[src/rtl/float_decode_pkg.sv]
// Shared constants and state encoding for the float-to-two's-complement decoder.
// Also holds the sign/magnitude to two's-complement helper used in the final stage.
package float_decode_pkg;

    localparam int FLT_W  = 11;
    localparam int EXP_W  = 4;
    localparam int MANT_W = 6;
    localparam int MAG_W  = 15;
    localparam int TC_W   = 16;
    localparam int ACC_W  = MAG_W + MANT_W;

    typedef enum logic [1:0] {
        IDLE,
        SHIFT,
        FIN,
        HOLD
    } state_t;

    // A zero magnitude comes out as 0 for either sign, so -0 never appears.
    function automatic logic [TC_W-1:0] to_twos(input logic sign, input logic [MAG_W-1:0] mag);
        logic [TC_W-1:0] w_ext;
        w_ext = {1'b0, mag};
        return sign ? (TC_W'(0) - w_ext) : w_ext;
    endfunction

endpackage

[src/rtl/float_decode.sv]
// Serial float decoder: shifts the mantissa left EXP times, then emits the
// signed 16-bit value through a valid/ready handshake held until consumed.
module float_decode
    import float_decode_pkg::*;
(
    input  logic             clk,
    input  logic             reset,
    input  logic             scan_in0,
    input  logic             scan_in1,
    input  logic             scan_in2,
    input  logic             scan_in3,
    input  logic             scan_in4,
    input  logic             scan_enable,
    input  logic             test_mode,
    output logic             scan_out0,
    output logic             scan_out1,
    output logic             scan_out2,
    output logic             scan_out3,
    output logic             scan_out4,
    input  logic             in_valid,
    output logic             in_ready,
    input  logic [FLT_W-1:0] SR0,
    output logic             out_valid,
    input  logic             out_ready,
    output logic [TC_W-1:0]  SR,
    output logic             fmt_err
);

    state_t             r_state;
    state_t             w_next;
    logic [ACC_W-1:0]   r_acc;
    logic [EXP_W-1:0]   r_count;
    logic               r_sign;
    logic               r_fmt_err;

    // Scan hooks are placeholders for test insertion; they carry no function here.
    logic w_unused_scan;
    assign w_unused_scan = ^{scan_in0, scan_in1, scan_in2, scan_in3, scan_in4,
                             scan_enable, test_mode};

    assign scan_out0 = 1'b0;
    assign scan_out1 = 1'b0;
    assign scan_out2 = 1'b0;
    assign scan_out3 = 1'b0;
    assign scan_out4 = 1'b0;

    assign in_ready  = (r_state == IDLE);
    assign out_valid = (r_state == HOLD);

    always_ff @(posedge clk or posedge reset) begin
        if (reset) begin
            r_state <= IDLE;
        end else begin
            r_state <= w_next;
        end
    end

    always_comb begin
        w_next = r_state;
        case (r_state)
            IDLE:    if (in_valid)        w_next = SHIFT;
            SHIFT:   if (r_count == '0)   w_next = FIN;
            FIN:                          w_next = HOLD;
            HOLD:    if (out_ready)       w_next = IDLE;
            default:                      w_next = IDLE;
        endcase
    end

    always_ff @(posedge clk or posedge reset) begin
        if (reset) begin
            r_acc     <= '0;
            r_count   <= '0;
            r_sign    <= 1'b0;
            r_fmt_err <= 1'b0;
            SR        <= '0;
            fmt_err   <= 1'b0;
        end else begin
            case (r_state)
                IDLE: begin
                    if (in_valid) begin
                        r_sign    <= SR0[FLT_W-1];
                        r_acc     <= ACC_W'(SR0[MANT_W-1:0]);
                        r_count   <= SR0[FLT_W-2 -: EXP_W];
                        r_fmt_err <= ~SR0[MANT_W-1];
                    end
                end
                SHIFT: begin
                    if (r_count != '0) begin
                        r_acc   <= {r_acc[ACC_W-2:0], 1'b0};
                        r_count <= r_count - EXP_W'(1);
                    end
                end
                // Dropping the low MANT_W bits applies the >>6 with truncation.
                FIN: begin
                    SR      <= to_twos(r_sign, r_acc[ACC_W-1:MANT_W]);
                    fmt_err <= r_fmt_err;
                end
                default: ;
            endcase
        end
    end

endmodule

[config.mk]
export PLATFORM = sky130hd
export DESIGN_NAME = float_decode
export DESIGN_NICKNAME = d
export VERILOG_FILES = /design/src/rtl/float_decode_pkg.sv /design/src/rtl/float_decode.sv
export SDC_FILE = /design/constraint.sdc
export NUM_CORES = 1
export LEC_CHECK = 0
export ABC_AREA = 1
export BUFFER_PORTS_ARGS = -buffer_cell sky130_fd_sc_hd__buf_2
export CAP_MARGIN = 10
export CORE_UTILIZATION = 30
export CTS_CLUSTER_SIZE = 10
export DETAILED_ROUTE_END_ITERATION = 12
export HOLD_SLACK_MARGIN = 0.05
export PLACE_DENSITY = 0.52
export SLEW_MARGIN = 20
export SYNTH_ARGS = -nofsm -noshare
export SYNTH_HDL_FRONTEND = slang
export SYNTH_SLANG_ARGS = --single-unit
[constraint.sdc]
create_clock -name clk -period 1.8 [get_ports clk]
set_input_delay 0.18 -clock clk [delete_from_list [all_inputs] [get_ports clk]]
set_output_delay 0.18 -clock clk [all_outputs]
set_load 0.005 [all_outputs]
==> results.md <==
- Status: complete, no violations
- Worst-path fanout max: 21
- Achievable clock frequency: 0.607 GHz
- Sink Count: 46
- Cells after Synth: 309
- Root Driver: clkbuf_8
- Fin crit period: 1.65 ns
- Longest Clk Path Bufs: 2
- Setup Viol. Count Final: 0
- Slowest CP cell: dfrtp_1
- R2R setup slack: 0.15 ns
- Post-synthesis sequential area ratio: 0.477
- HPWL Detailed: 3760 µm
- Inserted Clock Buffers: 5
- Vias in the first global route: 1928
- Gr usage total: 0.134
- RSZ-0062 raised after global routing: no
- Mean Syn Cell Area: 7.81 µm²
- PwrDens: 1500 nW/µm²
- Via-to-Cell Ratio: 4.51
- Row Count: 32
- Final non-filler cell total: 446
- CP peak stage delay: 0.41 ns
- Top cell by count, worst path: inv_1
- Layout cell share with drive strength beyond 1: 0.163
- Yosys warnings: 0
- CTS tree: done
- Clock Skew: 0.00642 ns
- Layout Area Growth over Synthesis: 15.3%
- Clk pin slew, worst setup/hold paths: 0.08 ns
- H-tree depth: 2
- Num ports: 46
- Drt total wl: 5180 µm
- Clk_lat worst skew: 0.29 ns
- P_leak: 1.51 nW
- Initial Utilization: 0.311
- DR WL/cell: 11.6 µm
- Die height: 91.7 µm
- Postcts setup bufs: 0
- Crit start category: flip-flop
- DR vias: 2010
- Initial DRC Count: 60
- NumNets Final: 372
- Pre-Repair DR Iteration Count: 4
- CORE AREA: 7770 µm²
- # DRC: 0
- Antenna-violating nets left: 0
- Synthesized cell area: 2410 µm²
- Global route total overflow: 0
- Max Slew Vio Count: 0
- Count of port buffers added during placement: 33
- Maximum VDD drop: 661 µV
- Crit path required time: 1.97 ns
- Netlist cell types: 24
- FF+latch count, synth: 46
- First-pass GRT wire length: 9050 µm
- Hold Fails Final Rpt: 0
- Critical-path cell list: inv_1 > ha_1 > inv_1 > or2_1 > nand3_2 > buf_6 > nor2_1 > nand2_1 > o21ai_0
- Max-cap violations: 0
- GPL Wtd Cong: 0.768
- CP arrival: 1.82 ns
- Setup CP Type: reg2reg
- Die width: 91.7 µm
- ANT cells: 0
- Initial antenna violation count: 0
- Final period util: 0.915
- Hold WS: 0.113 ns
- Setup_tns: 0 ns
- Hold Path Class: in2reg
- CP endpoint kind: flip-flop
- Die ar.: 8410 µm²
- Inst Count DP: 437
- Pin count of the biggest net entering global routing: 30
## layout by cell type, fill, tap and decap left out
| cell | count |
|---|---|
| buf_12 | 1 |
| a21oi_1 | 3 |
| clkbuf_8 | 6 |
| nand4_1 | 1 |
| nor2_1 | 36 |
| nand2_1 | 87 |
| dlygate4sd3_1 | 1 |
| clkbuf_1 | 1 |
| inv_4 | 1 |
| o21ai_0 | 24 |
| or2_1 | 1 |
| dfrtp_1 | 46 |
| xnor2_1 | 1 |
| o31ai_1 | 7 |
| conb_1 | 5 |
| a31oi_1 | 1 |
| ha_1 | 7 |
| nand3_2 | 1 |
| o21ai_1 | 7 |
| o21ai_2 | 5 |
| xor2_1 | 3 |
| inv_1 | 26 |
| o211ai_1 | 2 |
| nand3_1 | 29 |
| clkinv_2 | 1 |
| inv_2 | 2 |
| buf_4 | 5 |
| buf_6 | 1 |
| buf_2 | 33 |
## cells in the mapped netlist (all sizes together)
library cell	instances	area, µm²
a21oi	3	15.0
a31oi	1	6.26
buf	14	95.1
clkbuf	4	15.0
conb	1	3.75
dfrtp	46	1150
ha	7	87.6
inv	29	109
nand2	87	327
nand3	30	155
nand4	1	6.26
nor2	36	135
o211ai	2	15.0
o21ai	36	199
o31ai	7	52.6
or2	1	6.26
xnor2	1	8.76
xor2	3	26.3
## layout make-up
type | instances | area (µm²)
fill | 873 | 4980
inverter | 29 | 111
clock inverter | 1 | 5.00
multi-input combinational | 220 | 1060
timing repair buffer | 41 | 244
sequential | 46 | 1150
tap | 102 | 128
clock buffer | 7 | 86.3
## through the flow
stage	worst slack [ns]	total power, mW	area, µm²	util
2_1_floorplan	0.223	3.03	2430	-
3_3_place_gp	0.124	3.52	2680	0.345
3_5_place_dp	0.0876	3.56	2680	0.345
4_1_cts	0.0490	4.24	2780	0.358
5_1_grt	0.0167	4.61	2780	0.358
6_report	0.152	4.17	2780	0.358
## cells by family after synthesis
group | synth area share
buffers and inverters | 0.0907
flip-flops | 0.477
adder cells (fa/ha/maj) | 0.0363
AND/OR/NAND/NOR | 0.261
XOR/XNOR | 0.0145
other | 0.00155
AO/OA/AOI/OAI | 0.119
## flip-flops by register name, summed over array words and instances, names as in the netlist
| register | cells |
|---|---|
| r_count | 4 |
| r_acc | 21 |
| r_state | 2 |
| r_sign | 1 |
| fmt_err | 1 |
| r_fmt_err | 1 |
| SR | 16 |
## worst paths after layout
| check | from | end | depth (start not counted) |
|---|---|---|---|
| worst max register to register | r_state[1] | r_count[3] | 9 |
| worst min register to register | fmt_err | fmt_err | 2 |
| worst min-delay path | SR0[5] | r_fmt_err | 2 |
| max in group asynchronous | reset | r_acc[0] | 4 |
| worst max-delay path | r_state[1] | r_count[3] | 9 |
| min in group asynchronous | reset | SR[10] | 3 |
## per-layer routing
| layer | vias up | global-route usage | part of all wire | wire [µm] |
|---|---|---|---|---|
| met3 | 2 | 0.0274 | 0.029 | 150 |
| met2 | 28 | 0.222 | 0.47 | 2440 |
| met1 | 929 | 0.181 | 0.50 | 2570 |
| met5 | - | 0 | 0 | 0 |
| met4 | 0 | 0.0273 | 0.0037 | 19 |
| li1 | 1051 | - | - | - |
## critical path: cells and delay by family, from the launching register on
family	cells	cell delay, ns
adder cells (fa/ha/maj)	1	0.21
buffers and inverters	3	0.39
AND/OR/NAND/NOR	4	0.45
flip-flops	1	0.41
AO/OA/AOI/OAI	1	0.07
## repair_timing
item	in CTS	in global routing
setup endpoints to repair	0	15
resized for setup	0	3
hold buffers	1	0
hold endpoints to repair	20	0
## report_power, final
group	internal (mW)	total, mW	switching, mW
registers	1.35	1.52	0.174
logic	0.704	1.99	1.29
clock network	0.311	0.656	0.346
No activity file was read; power rests on OpenSTA's default activity.
